===== src/rtl/spi_txn_arbiter.sv =====
// Round-robin arbiter that shares one SPI master register port between two requesters,
// running one TXDATA write / STATUS poll / RXDATA read sequence per accepted byte.
// Optional slave-select mask write per transaction: define SPI_ARB_SSMASK_EN.
//
// state    | meaning
// ---------+--------------------------------------------------------------
// IDLE     | arbitrate, accept one request, latch its byte
// SSMASK   | write slave-select mask of the granted requester (optional)
// POLL_T   | phase 0: read STATUS; phase 1: test TRDY, retry or move on
// WR_TX    | write latched byte to TXDATA
// POLL_R   | phase 0: read STATUS; phase 1: test RRDY, retry or move on
// RD_RX    | phase 0: read RXDATA; phase 1: capture the returned byte
// RESP     | hand the byte (or timeout error) back to the owner
module spi_txn_arbiter #(
   parameter int          DW          = 8,
   parameter logic [2:0]  ADDR_RXDATA = 3'd0,
   parameter logic [2:0]  ADDR_TXDATA = 3'd1,
   parameter logic [2:0]  ADDR_STATUS = 3'd2,
   parameter logic [2:0]  ADDR_SSMASK = 3'd4,
   parameter int          RRDY_BIT    = 7,
   parameter int          TRDY_BIT    = 6,
   parameter logic [15:0] TIMEOUT     = 16'd4095
`ifdef SPI_ARB_SSMASK_EN
   ,parameter logic [DW-1:0] SS0_MASK = 8'h01,
   parameter logic [DW-1:0] SS1_MASK  = 8'h02
`endif
) (
   input  logic          I_CLK,
   input  logic          I_RESETN,
   input  logic          req0_valid,
   input  logic [DW-1:0] req0_data,
   output logic          req0_ready,
   output logic          rsp0_valid,
   output logic [DW-1:0] rsp0_data,
   output logic          rsp0_err,
   input  logic          req1_valid,
   input  logic [DW-1:0] req1_data,
   output logic          req1_ready,
   output logic          rsp1_valid,
   output logic [DW-1:0] rsp1_data,
   output logic          rsp1_err,
   output logic          O_TX_EN,
   output logic [2:0]    O_WADDR,
   output logic [DW-1:0] O_WDATA,
   output logic          O_RX_EN,
   output logic [2:0]    O_RADDR,
   input  logic [DW-1:0] I_RDATA,
   output logic          busy,
   output logic [1:0]    grant
);

`ifdef SPI_ARB_SSMASK_EN
   typedef enum logic [2:0] {S_IDLE, S_SSMASK, S_POLL_T, S_WR_TX, S_POLL_R, S_RD_RX, S_RESP} state_t;
`else
   typedef enum logic [2:0] {S_IDLE, S_POLL_T, S_WR_TX, S_POLL_R, S_RD_RX, S_RESP} state_t;
`endif

   state_t        state_q, state_d;
   logic          phase_q, phase_d;
   logic [15:0]   cnt_q, cnt_d;
   logic [DW-1:0] data_q, data_d;
   logic [DW-1:0] rx_q, rx_d;
   logic          err_q, err_d;
   logic [1:0]    grant_q, grant_d;
   logic          rr_last_q, rr_last_d;
   logic          ready_en_q;
   logic          accept_ok, pick0, bit_ok;
   logic          tx_en_q, tx_en_d, rx_en_q, rx_en_d;
   logic [2:0]    waddr_q, waddr_d, raddr_q, raddr_d;
   logic [DW-1:0] wdata_q, wdata_d;
   logic          rsp0_valid_q, rsp0_valid_d, rsp1_valid_q, rsp1_valid_d;
   logic          rsp0_err_q, rsp0_err_d, rsp1_err_q, rsp1_err_d;
   logic [DW-1:0] rsp0_data_q, rsp0_data_d, rsp1_data_q, rsp1_data_d;

   // Accept is held off during the response pulse so accept and response never overlap.
   assign accept_ok = ready_en_q && !rsp0_valid_q && !rsp1_valid_q && (state_q == S_IDLE);
   assign pick0     = req0_valid && (!req1_valid || rr_last_q);
   assign bit_ok    = (state_q == S_POLL_T) ? I_RDATA[TRDY_BIT] : I_RDATA[RRDY_BIT];

   always_comb begin
      state_d    = state_q;
      phase_d    = phase_q;
      cnt_d      = cnt_q;
      data_d     = data_q;
      rx_d       = rx_q;
      err_d      = err_q;
      grant_d    = grant_q;
      rr_last_d  = rr_last_q;
      req0_ready = 1'b0;
      req1_ready = 1'b0;
      case (state_q)
         S_IDLE: begin
            if (accept_ok && (req0_valid || req1_valid)) begin
               req0_ready = pick0;
               req1_ready = !pick0;
               data_d     = pick0 ? req0_data : req1_data;
               grant_d    = pick0 ? 2'b01 : 2'b10;
               rr_last_d  = !pick0;
               err_d      = 1'b0;
               phase_d    = 1'b0;
               cnt_d      = '0;
`ifdef SPI_ARB_SSMASK_EN
               state_d    = S_SSMASK;
`else
               state_d    = S_POLL_T;
`endif
            end
         end
`ifdef SPI_ARB_SSMASK_EN
         S_SSMASK: begin
            state_d = S_POLL_T;
            phase_d = 1'b0;
            cnt_d   = '0;
         end
`endif
         S_POLL_T, S_POLL_R: begin
            if (!phase_q) begin
               phase_d = 1'b1;
            end else begin
               phase_d = 1'b0;
               cnt_d   = cnt_q + 16'd1;
               if (bit_ok) begin
                  state_d = (state_q == S_POLL_T) ? S_WR_TX : S_RD_RX;
               end else if (cnt_d == TIMEOUT) begin
                  state_d = S_RESP;
                  err_d   = 1'b1;
                  rx_d    = '0;
               end
            end
         end
         S_WR_TX: begin
            state_d = S_POLL_R;
            phase_d = 1'b0;
            cnt_d   = '0;
         end
         S_RD_RX: begin
            if (!phase_q) begin
               phase_d = 1'b1;
            end else begin
               phase_d = 1'b0;
               rx_d    = I_RDATA;
               state_d = S_RESP;
            end
         end
         S_RESP: begin
            state_d = S_IDLE;
            grant_d = 2'b00;
         end
         default: begin
            state_d = S_IDLE;
            grant_d = 2'b00;
         end
      endcase

      // Port strobes are registered from the next state so they align with the state itself.
      tx_en_d = (state_d == S_WR_TX);
      rx_en_d = !phase_d && ((state_d == S_POLL_T) || (state_d == S_POLL_R) || (state_d == S_RD_RX));
      waddr_d = waddr_q;
      wdata_d = wdata_q;
      raddr_d = raddr_q;
      if (state_d == S_WR_TX) begin
         waddr_d = ADDR_TXDATA;
         wdata_d = data_d;
      end
`ifdef SPI_ARB_SSMASK_EN
      if (state_d == S_SSMASK) begin
         tx_en_d = 1'b1;
         waddr_d = ADDR_SSMASK;
         wdata_d = grant_d[1] ? SS1_MASK : SS0_MASK;
      end
`endif
      if (rx_en_d)
         raddr_d = (state_d == S_RD_RX) ? ADDR_RXDATA : ADDR_STATUS;

      rsp0_valid_d = (state_q == S_RESP) && grant_q[0];
      rsp1_valid_d = (state_q == S_RESP) && grant_q[1];
      rsp0_data_d  = rsp0_valid_d ? rx_q  : rsp0_data_q;
      rsp0_err_d   = rsp0_valid_d ? err_q : rsp0_err_q;
      rsp1_data_d  = rsp1_valid_d ? rx_q  : rsp1_data_q;
      rsp1_err_d   = rsp1_valid_d ? err_q : rsp1_err_q;
   end

   always_ff @(posedge I_CLK or negedge I_RESETN) begin
      if (!I_RESETN) begin
         state_q      <= S_IDLE;
         phase_q      <= 1'b0;
         cnt_q        <= '0;
         data_q       <= '0;
         rx_q         <= '0;
         err_q        <= 1'b0;
         grant_q      <= 2'b00;
         rr_last_q    <= 1'b1;
         ready_en_q   <= 1'b0;
         tx_en_q      <= 1'b0;
         rx_en_q      <= 1'b0;
         waddr_q      <= '0;
         wdata_q      <= '0;
         raddr_q      <= '0;
         rsp0_valid_q <= 1'b0;
         rsp0_data_q  <= '0;
         rsp0_err_q   <= 1'b0;
         rsp1_valid_q <= 1'b0;
         rsp1_data_q  <= '0;
         rsp1_err_q   <= 1'b0;
      end else begin
         state_q      <= state_d;
         phase_q      <= phase_d;
         cnt_q        <= cnt_d;
         data_q       <= data_d;
         rx_q         <= rx_d;
         err_q        <= err_d;
         grant_q      <= grant_d;
         rr_last_q    <= rr_last_d;
         ready_en_q   <= 1'b1;
         tx_en_q      <= tx_en_d;
         rx_en_q      <= rx_en_d;
         waddr_q      <= waddr_d;
         wdata_q      <= wdata_d;
         raddr_q      <= raddr_d;
         rsp0_valid_q <= rsp0_valid_d;
         rsp0_data_q  <= rsp0_data_d;
         rsp0_err_q   <= rsp0_err_d;
         rsp1_valid_q <= rsp1_valid_d;
         rsp1_data_q  <= rsp1_data_d;
         rsp1_err_q   <= rsp1_err_d;
      end
   end

   assign O_TX_EN    = tx_en_q;
   assign O_WADDR    = waddr_q;
   assign O_WDATA    = wdata_q;
   assign O_RX_EN    = rx_en_q;
   assign O_RADDR    = raddr_q;
   assign rsp0_valid = rsp0_valid_q;
   assign rsp0_data  = rsp0_data_q;
   assign rsp0_err   = rsp0_err_q;
   assign rsp1_valid = rsp1_valid_q;
   assign rsp1_data  = rsp1_data_q;
   assign rsp1_err   = rsp1_err_q;
   assign busy       = (state_q != S_IDLE);
   assign grant      = grant_q;

endmodule

===== config.mk =====
export PLATFORM = sky130hd
export DESIGN_NAME = spi_txn_arbiter
export DESIGN_NICKNAME = d
export VERILOG_FILES = /design/src/rtl/spi_txn_arbiter.sv
export SDC_FILE = /design/constraint.sdc
export NUM_CORES = 1
export LEC_CHECK = 0
export ABC_AREA = 1
export CORE_ASPECT_RATIO = 0.8
export CORE_MARGIN = 2
export CORE_UTILIZATION = 50
export CTS_BUF_LIST = sky130_fd_sc_hd__clkbuf_4
export DETAILED_ROUTE_END_ITERATION = 10
export MAX_ROUTING_LAYER = met4
export PLACE_DENSITY = 0.77
export SLEW_MARGIN = 20
export SYNTH_ARGS = -nofsm -noshare
export SYNTH_HDL_FRONTEND = slang
export SYNTH_SLANG_ARGS = --single-unit

===== constraint.sdc =====
create_clock -name I_CLK -period 4.9 [get_ports I_CLK]
set_clock_uncertainty 0.2 [all_clocks]
set_input_delay 1.47 -clock I_CLK [delete_from_list [all_inputs] [get_ports I_CLK]]
set_output_delay 1.47 -clock I_CLK [all_outputs]
set_load 0.005 [all_outputs]

== After elaboration in Yosys (flattened, before gate mapping) ==
Index checks and enable logic that the tools add are counted.
W data, S select, Z words.
Word-level totals
  bits in registers: 75
  bits of input ports: 28
  output and inout port bits: 41
  word-level logic and storage cells: 102
Operators by class
  add/sub/neg operators: 1
  equality and inequality tests: 15
  muxes and demuxes: 35
  bitwise gates (word level): 1
  reductions and logical operators: 30
Operators by type and width (number)
  $mux W8: 7
  $pmux W16 S3: 1
  $mux W16: 2
  $mux W3: 6
  $add A16 B1 Y16 const B: 1
  $eq A16 B12 Y1 const B: 1
  $pmux W8 S2: 1
  $eq A3 B2 Y1 const B: 4
  $pmux W3 S4: 1
  $mux W1: 11
  $reduce_and A5 Y1: 2
  $eq A3 B3 Y1 const B: 3
  $logic_and A1 B1 Y1: 8
  $ne A2 B2 Y1 const B: 4
  $eq A3 B1 Y1 const B: 2
  $mux W2: 3
  $reduce_bool A3 Y1: 2
  $logic_not A1 Y1: 5
  $logic_or A1 B1 Y1: 4
  $pmux W2 S2: 1
  $reduce_and A2 Y1: 2
  $reduce_bool A2 Y1: 2
  $reduce_or A4 Y1: 1
  $logic_not A3 Y1: 1
  7 further kinds: 7

== Longest topological paths before layout ==
  depth after elaboration: 11
  mapped depth: 17
  mapped depth without buffers: 17

== Worst setup path before layout ==
Ideal clock, no wire load.
  path kind: input-to-output
  start: input req0_valid
  end: output req0_ready
  arrival time: 2.099 ns
  required time: 3.230 ns
  path slack: 1.131 ns
  cell stages on the path: 4
  buffers on the path: 0
  cell sequence: o211ai_1 > nor2_4 > inv_2 > nor2_2
On the way
  cells in the longest elaborated chain, start to end: 4
  elaborated cells between the ends (all ways): 5
  those cells by class: mux (2); reduce/logical (3)
Ends and longest elaborated chain
  from (decl): line 30  | input logic req0_valid,
  $logic_or A1 B1 Y1: line 93  | if (accept_ok && (req0_valid || req1_valid)) begin
  $logic_and A1 B1 Y1: line 93
  $mux W1 *: line 93
  $mux W1 *: line 91  | case (state_q)
  to (decl): line 32  | output logic req0_ready,
Every way passes the cells marked *; elsewhere a longest branch is shown, timed or not.

== Final worst setup path ==
  start: input req0_valid
  end: output req1_ready
On the way
  cells in the longest elaborated chain, start to end: 4
  elaborated cells between the ends (all ways): 6
  those cells by class: mux (2); reduce/logical (4)
Ends and longest elaborated chain
  $logic_and A1 B1 Y1 / $logic_or A1 B1 Y1 (equally long branches): line 77, 93
  $logic_not A1 Y1 / $logic_and A1 B1 Y1 (equally long branches): line 95, 93
  $mux W1 *: line 93
  $mux W1 *: line 91
  to (decl): line 38  | output logic req1_ready,
Marked as above.

==> flow_metrics.py <==
metrics = {
    "yosys": {
        "synth_top_area_share_pct": 50.4,
        "synth_ff_type": "dfrtp_1",
        "ys_warn_count": 0,
        "synth-edff-count": 0,
        "synth.avg_cell_area_um2": 8.55,
        "synth_top_area_cell": "dfrtp_1",
        "synthTopCellsByArea": "dfrtp_1, nand2_1, inv_1",
        "yosysMostFrequentCell": "nand2_1",
        "ys_seq_area_share_pct": 51.2,
        "synth.top_cells.by_count": "nand2_1, dfrtp_1, inv_1",
        "ys_ff_latch": 73,
        "synthArstFlopShare_pct": 100,
        "ys_types": 37,
        "synthCells": 418,
        "syn-cell-area_um2": 3570,
    },
    "layout": {
        "area_growth_pct": 24.1,
        "layout-drive-gt1-share_pct": 14.1,
        "fin_util_pct": 64.3,
        "fin_cells": 582,
        "nNetsFinal": 520,
        "fin_area_um2": 4430,
        "insertedDiodeCount": 0,
    },
    "detailed_routing": {
        "antenna_left": 0,
        "num_vias": 2998,
        "routed_wl_um": 7910,
        "avgViaCountPerCell": 5.15,
        "wire_per_inst_um": 13.6,
        "drc_errors": 0,
        "drtPass1Iterations": 4,
        "initialDrtViolationCount": 146,
    },
    "sta": {
        "hold_ws_ns": 0.290,
        "finalHoldViolations": 0,
        "fin_crit_sh_pct": 95.8,
        "max-slew-margin-rel_pct": 43.6,
        "finalSetupTns_ns": 0,
        "tightest_slew_ns": 0.840,
        "finalCriticalPeriod_ns": 4.70,
        "final_max_slew_viol_count": 0,
        "fmax_mhz": 213,
        "layout_setup_ws_ns": 0.204,
        "setup_viol": 0,
        "rsz0062_at_grt": "no",
    },
    "global_routing": {
        "grt_pass1_wl_um": 13600,
        "grt_max_degree": 32,
        "first_global_vias": 2883,
        "grtUsageTotal_pct": 22.4,
        "antenna_found_initial": 0,
        "grt.overflow.total": 0,
    },
    "die": {
        "ios": 69,
        "coreArea_um2": 6890,
        "dieArea_um2": 7840,
        "start_util_pct": 51.9,
        "rows": 27,
        "die_w_um": 98.5,
        "dieHeight_um": 79.6,
    },
    "placed_design": {
        "place_inst": 566,
        "routabilityCongestion": 0.896,
        "port_buffers": 64,
        "dp_hpwl_um": 5860,
        "place_ws_ns": 0.212,
        "placed_cell_area_um2": 4290,
    },
    "setup_path": {
        "crit_end": "req1_ready",
        "worst-path-max-fanout": 6,
        "rrSetupSlack_ns": 2.32,
        "crit_path_end_kind": "output pin",
        "crit_chain": "clkdlybuf4s50_1 -> o211ai_1 -> nor2_4 -> nand2_1 -> clkinv_1 -> clkdlybuf4s50_1",
        "required_ns": 3.23,
        "r2r_cells": 9,
        "slowest_delay_ns": 0.49,
        "critPathKind": "in -> out",
        "regToRegStartpoint": "state_q[0]",
        "r2r-end": "O_RADDR[1]",
        "worstSetupStartpointType": "input port",
        "crit_arrival_ns": 3.03,
        "crit_start": "req0_valid",
        "cp_slowest_cell": "clkdlybuf4s50_1",
        "cpMostUsedCell": "clkdlybuf4s50_1",
    },
    "pwr": {
        "vdd_drop_max_mv": 0.295,
        "power_density_nw_per_um2": 440,
        "total_power_mw": 1.95,
        "leakage_nw": 1.98,
    },
    "clock_network": {
        "clk_pin_slew_ns": 0.12,
        "hold_buffers": 0,
        "clock_path_buffers": 2,
        "cts_num_sinks": 73,
        "cts_setup_buffers": 0,
        "cts_tree": "built",
        "htree_levels": 3,
        "cts_resized": 0,
        "numCtsBuffers": 9,
        "cts-root-buf": "clkbuf_4",
        "clock_latency_ns": 0.41,
    },
    "run": {
        "cap_violations": 0,
    },
    "outcome": {
        "status": "completed",
    },
    "worst_hold_path": {
        "holdCritPathClass": "reg -> reg",
        "min-delay-start": "data_q[3]",
    },
}
worst min path at each step:
stage	to	slack (ns)	cells past startpoint
after CTS	data_q[3]	0.29	2
after detailed placement	data_q[3]	0.26	2
final	data_q[3]	0.29	2
after floorplan	data_q[3]	0.25	2
after global placement	O_WADDR[0]	0.25	2
after global routing	rx_q[4]	0.32	2
flip-flops by register name (all words and copies together), names as in the netlist, 2 cells and up:
signal     count
rsp1_data      8
rx_q           8
rsp0_data      8
cnt_q         16
state_q        3
O_WDATA        8
data_q         8
grant          2
kinds of logic (layout without fill, tap and decap cells):
group / after synthesis / in the layout / synth area share [%]
AND/OR/NAND/NOR: 219 / 219 / 29.8
flip-flops: 73 / 73 / 51.2
buffers and inverters: 61 / 135 / 7.35
AO/OA/AOI/OAI: 57 / 57 / 9.80
XOR/XNOR: 4 / 4 / 0.981
adder cells (fa/ha/maj): 2 / 2 / 0.700
other: 2 / 5 / 0.210
layout make-up:
| class | instances | area, µm² |
|---|---|---|
| inverter | 50 | 188 |
| multi-input combinational | 287 | 1490 |
| tap | 87 | 109 |
| sequential | 73 | 1830 |
| timing repair buffer | 69 | 673 |
| clock buffer | 10 | 75.1 |
| fill | 606 | 2460 |
| clock inverter | 6 | 67.6 |
layer usage:
metal	vias to the layer above	GRT usage [%]	routed length, µm	part of all wire, %
li1	1480	-	-	-
met1	1430	29.8	3800	48
met2	81	34.6	3710	47
met3	7	4.82	329	4.2
met4	0	7.40	78	0.99
met5	-	-	0	0
power by group:
group          internal (mW)  switching, mW  total, mW  leakage, nW
Clock                  0.163          0.219      0.382       0.0730
Sequential             0.726         0.0875      0.814        0.970
Combinational          0.286          0.471      0.756        0.936
worst max-delay path, delay by kind of cell:
| family | cells | cell delay [ns] |
|---|---|---|
| AOI/OAI and AO/OA | 1 | 0.15 |
| buffers and inverters | 3 | 1.05 |
| and+or+nand+nor | 2 | 0.35 |
layout by cell type, fill, tap and decap left out, drive strengths merged:
cell type and n:
o21ai 43, o22ai 6, nor4 2, buf 6
inv 48, bufinv 1, nand2 144, dfrtp 72
clkdlybuf4s50 63, clkinv 5, clkbuf 10, xnor2 1
clkinvlp 2, xor2 3, nand3 37, a22oi 4
nor2 28, dfstp 1, ha 2, conb 5
a31o 1, o211ai 1, nand4 5, a21oi 2
nor3 3
Note: power is estimated with default switching activity, not from simulation.
